**config.mk**
```make
export PLATFORM = sky130hd
export DESIGN_NAME = i2s_target
export DESIGN_NICKNAME = d
export VERILOG_FILES = /design/src/rtl/i2s_target.sv
export SDC_FILE = /design/constraint.sdc
export NUM_CORES = 1
export LEC_CHECK = 0
export CAP_MARGIN = 30
export CORE_MARGIN = 2
export CORE_UTILIZATION = 55
export DETAILED_ROUTE_END_ITERATION = 8
export PLACE_DENSITY = 0.79
export SLEW_MARGIN = 10
export SYNTH_ARGS = -nofsm -noshare
export SYNTH_HDL_FRONTEND = slang
export SYNTH_SLANG_ARGS = --single-unit
```
**constraint.sdc**
```tcl
create_clock -name clk_i -period 4.75 [get_ports clk_i]
set_input_delay 0.95 -clock clk_i [delete_from_list [all_inputs] [get_ports clk_i]]
set_output_delay 0.95 -clock clk_i [all_outputs]
set_load 0.02 [all_outputs]
```
**src/rtl/i2s_target.sv**
```systemverilog
// i2s_target: I2S bus target, 24-bit slots, receives and transmits a stereo pair per frame
module i2s_target #(
  parameter int DataWidth = 12
) (
  input  logic                 clk_i,
  input  logic                 reset_i,
  input  logic                 sclk_i,
  input  logic                 lrck_i,
  input  logic                 sd_in_i,
  output logic                 sd_out_o,
  output logic [DataWidth-1:0] rx_left_o,
  output logic [DataWidth-1:0] rx_right_o,
  output logic                 rx_valid_o,
  input  logic [DataWidth-1:0] tx_left_i,
  input  logic [DataWidth-1:0] tx_right_i,
  input  logic                 tx_valid_i,
  output logic                 tx_ready_o,
  output logic                 tx_underrun_o,
  output logic                 framing_error_o
);
  typedef enum logic [1:0] {IDLE, SHIFT, HOLD} state_e;
  localparam logic [4:0] DW5 = 5'(DataWidth);
  state_e               state_q;
  logic [2:0]           sclk_q;
  logic [1:0]           lrck_q, sd_q;
  logic                 lrck_prev_q, left_ok_q, stg_full_q;
  logic [4:0]           bit_cnt_q;
  logic [DataWidth-1:0] rx_sh_q, rx_sh_d, left_q;
  logic [DataWidth-1:0] stg_l_q, stg_r_q, tx_r_q, out_sh_q;
  logic                 rise, fall, change, frame_start, capture, last;
  assign rise        = sclk_q[1] & ~sclk_q[2];
  assign fall        = ~sclk_q[1] & sclk_q[2];
  assign change      = rise & (lrck_q[1] != lrck_prev_q);
  assign frame_start = change & lrck_prev_q;
  assign capture     = rise & ~change & (state_q == SHIFT);
  assign last        = capture & (bit_cnt_q == 5'd23);
  // only the first DataWidth slot bits shift in; the rest are truncated
  assign rx_sh_d     = (bit_cnt_q < DW5) ? {rx_sh_q[DataWidth-2:0], sd_q[1]} : rx_sh_q;
  assign tx_ready_o  = ~stg_full_q;
  always_ff @(posedge clk_i or posedge reset_i) begin
    if (reset_i) begin
      state_q         <= IDLE;
      sclk_q          <= '0;
      lrck_q          <= '0;
      sd_q            <= '0;
      lrck_prev_q     <= 1'b0;
      left_ok_q       <= 1'b0;
      stg_full_q      <= 1'b0;
      bit_cnt_q       <= '0;
      rx_sh_q         <= '0;
      left_q          <= '0;
      stg_l_q         <= '0;
      stg_r_q         <= '0;
      tx_r_q          <= '0;
      out_sh_q        <= '0;
      sd_out_o        <= 1'b0;
      rx_left_o       <= '0;
      rx_right_o      <= '0;
      rx_valid_o      <= 1'b0;
      tx_underrun_o   <= 1'b0;
      framing_error_o <= 1'b0;
    end else begin
      sclk_q          <= {sclk_q[1:0], sclk_i};
      lrck_q          <= {lrck_q[0], lrck_i};
      sd_q            <= {sd_q[0], sd_in_i};
      rx_valid_o      <= 1'b0;
      tx_underrun_o   <= 1'b0;
      framing_error_o <= 1'b0;
      if (rise) lrck_prev_q <= lrck_q[1];
      if (change) begin
        framing_error_o <= state_q == SHIFT;
        state_q         <= SHIFT;
        bit_cnt_q       <= '0;
        if (!lrck_q[1]) left_ok_q <= 1'b0;
      end else if (capture) begin
        bit_cnt_q <= bit_cnt_q + 5'd1;
        rx_sh_q   <= rx_sh_d;
        if (last) begin
          state_q <= HOLD;
          if (!lrck_prev_q) begin
            left_q    <= rx_sh_d;
            left_ok_q <= 1'b1;
          end else if (left_ok_q) begin
            rx_left_o  <= left_q;
            rx_right_o <= rx_sh_d;
            rx_valid_o <= 1'b1;
          end
        end
      end
      // a left-slot start takes the staged pair; the right half waits in tx_r_q
      if (frame_start) begin
        stg_full_q    <= 1'b0;
        tx_underrun_o <= ~stg_full_q;
        out_sh_q      <= stg_full_q ? stg_l_q : '0;
        tx_r_q        <= stg_full_q ? stg_r_q : '0;
      end else begin
        if (change) out_sh_q <= tx_r_q;
        else if (fall) begin
          sd_out_o <= out_sh_q[DataWidth-1];
          out_sh_q <= out_sh_q << 1;
        end
        if (tx_valid_i && !stg_full_q) begin
          stg_l_q    <= tx_left_i;
          stg_r_q    <= tx_right_i;
          stg_full_q <= 1'b1;
        end
      end
    end
  end
endmodule

```
==> impl_metrics.json <==
{
  "status": "finished clean",
  "leakagePower_nw": 2.81,
  "antenna_found_initial": 0,
  "wl_mm": 10.4,
  "clock-root-buffer": "clkbuf_8",
  "power_density_mw_per_mm2": 483,
  "drcViolationCount": 0,
  "tightest_slew_ns": 0.927,
  "hp-start": "sd_q[0]$_DFF_PP0_",
  "clockBufferDepth": 2,
  "ys_ff_latch": 117,
  "slew_headroom_pct": 37.7,
  "grt_max_degree": 77,
  "ir_drop_mv": 0.314,
  "rows": 34,
  "start_kind": "register",
  "initialDrtViolationCount": 170,
  "syn_to_final_growth_pct": 26.0,
  "final_cell_mix": "dfrtp_1, mux2_2, clkdlybuf4s50_1",
  "crit_path_start": "stg_full_q$_DFFE_PP0P_",
  "maxSlewViolCount": 0,
  "cts_setup_buffers": 0,
  "rsz0062_at_grt": "no",
  "syn-num-nets": 394,
  "synth_edf_count": 0,
  "crit_arrival_ns": 2.14,
  "power_frac_clock_pct": 42.9,
  "synth_flop_cell": "dfrtp_1",
  "r2r_slack_ns": 2.01,
  "port_buffers": 58,
  "power.total_w": 0.00301,
  "pin_count": 59,
  "period_minus_slack_ns": 3.09,
  "cts_hold_buf": 0,
  "routedWlPerCell_um": 19.0,
  "period_share_pct": 65.0,
  "viasPerCell": 5.77,
  "layout-drive-gt1-share_pct": 32.4,
  "clkTransAtPathRegs_ns": 0.06,
  "antenna_left": 0,
  "firstDrtPassIters": 4,
  "sw_frac_of_total_pct": 27.6,
  "h-tree-depth": 4,
  "syn_inst": 363,
  "cts_tree": "yes",
  "maxCapViolations": 0,
  "die_x_um": 98.8,
  "dp_hpwl_mm": 6.48,
  "clock_latency_ns": 0.52,
  "r2r-start": "sclk_q[1]$_DFF_PP0_",
  "finalSetupTns_ns": 0,
  "hp-class": "register to register",
  "synthArstFlopShare_pct": 100,
  "power.net_switching_w": 0.000830,
  "path_class": "register to output pin",
  "seqPwrFrac_pct": 44.2,
  "gp_congestion": 0.746,
  "initial_utilization_pct": 56.7,
  "gr-usage-all-layers_pct": 22.9,
  "clock-skew-final_ns": 0.00858,
  "diodes": 0,
  "finalHoldViolations": 0,
  "synth-seq-area-share_pct": 59.2,
  "clock_sinks": 117,
  "core_mm2": 0.00872,
  "finalNetCount": 456,
  "grt-ovfl-total": 0,
  "cp_max_fo": 27,
  "cp-end-kind": "output pin",
  "yosysUniqueCellTypes": 38,
  "required_ns": 3.80,
  "vias": 3148,
  "netlist_area_mm2": 0.00494,
  "p_comb_share_pct": 12.9,
  "cts_buffers": 17,
  "first_global_vias": 3396,
  "grt_pass1_wl_mm": 17.3,
  "report.final.setup_viol": 0,
  "ctsResizeCount": 0,
  "syn_avg_cell_area_um2": 13.6,
  "die_area_mm2": 0.00976,
  "layout_commonest_cell": "dfrtp_1",
  "synth_warnings": 0,
  "internal_power_w": 0.00218,
  "max_freq_ghz": 0.324,
  "die_h_um": 98.8
}
-- registers in the layout, indices dropped and copies added (netlist names), 3 cells and up --
name	flops
left_q	12
out_sh_q	12
rx_left_o	12
rx_right_o	12
rx_sh_q	12
stg_l_q	12
stg_r_q	12
tx_r_q	12
bit_cnt_q	5
sclk_q	3
-- routing by layer --
layer	vias to the layer above	GRT usage [%]	wire length (µm)
li1	1453	-	-
met1	1619	28.9	4320
met2	66	38.4	5560
met3	10	6.10	410
met4	0	7.90	110
met5	-	0	0
-- per-stage QoR --
step / setup slack [ns] / utilization (%) / instance area (µm²) / hold slack, ns / instances
final: 1.66 / 71.4 / 6230 / 0.358 / 546
after global placement: 1.82 / 63.7 / 5560 / 0.333 / 509
after global routing: 1.56 / 71.4 / 6230 / 0.363 / 546
after detailed placement: 1.94 / 64.2 / 5600 / 0.342 / 512
after CTS: 1.66 / 71.0 / 6190 / 0.356 / 544
after floorplan: 0.699 / - / 4940 / 0.331 / 363
-- cells by family (layout without fill, tap and decap cells) --
kind of cell    Yosys count  count (layout)  synth area share [%]
flops                   117             117                  59.2
mux                      87              87                  19.8
simple gates             81              81                  9.87
compound gates           47              47                  7.22
buf+inv                  28             103                  3.29
xor+xnor                  2               2                 0.354
fa+ha+maj                 1               1                 0.253
-- power by group through the flow --
stage | combinational (W) | clock (W) | sequential [W]
after global routing | 0.000431 | 0.00135 | 0.00135
after CTS | 0.000388 | 0.00131 | 0.00133
after detailed placement | 0.000379 | 0 | 0.00134
after floorplan | 0.000298 | 0 | 0.00128
final | 0.000388 | 0.00129 | 0.00133
after global placement | 0.000355 | 0 | 0.00133
-- worst max-delay path: stages, from the launching register on --
cell,delay (ns)
dfrtp_1,0.94
inv_1,0.12
clkdlybuf4s50_1,0.57
-- path summary, 6_finish.rpt --
check,end,cells after the start
hold / removal,sd_q[1]$_DFF_PP0_,0
hold reg to reg,sd_q[1]$_DFF_PP0_,0
setup / recovery,tx_ready_o,2
min in group asynchronous,rx_left_o[4]$_DFFE_PP0P_,2
max in group asynchronous,rx_left_o[11]$_DFFE_PP0P_,4
setup reg to reg,left_q[5]$_DFFE_PP0P_,3
-- Yosys cell counts, drive strengths merged, types with 2 or more instances --
master | count | area (µm²)
a21oi | 4 | 20.0
nor2 | 5 | 18.8
inv | 4 | 15.0
mux2 | 85 | 957
nor3 | 4 | 31.3
or3b | 11 | 96.3
o21a | 2 | 15.0
dfrtp | 117 | 2930
nand3 | 18 | 90.1
mux2i | 2 | 20.0
a2bb2oi | 11 | 96.3
nand4bb | 2 | 38.8
o21ai | 6 | 30.0
clkbuf | 9 | 33.8
buf | 15 | 114
nand2b | 4 | 25.0
nand2 | 29 | 109
a32oi | 11 | 96.3
o211ai | 11 | 82.6
-- cell type report --
class / count / area [µm²]
clock buffers: 17 / 414
clock inverters: 15 / 181
flip-flops and latches: 117 / 2930
inverters: 4 / 17.5
repair buffers: 67 / 683
fillers: 593 / 2490
multi-input cells: 218 / 1870
well taps: 108 / 135
(Power assumes the default switching activity.)
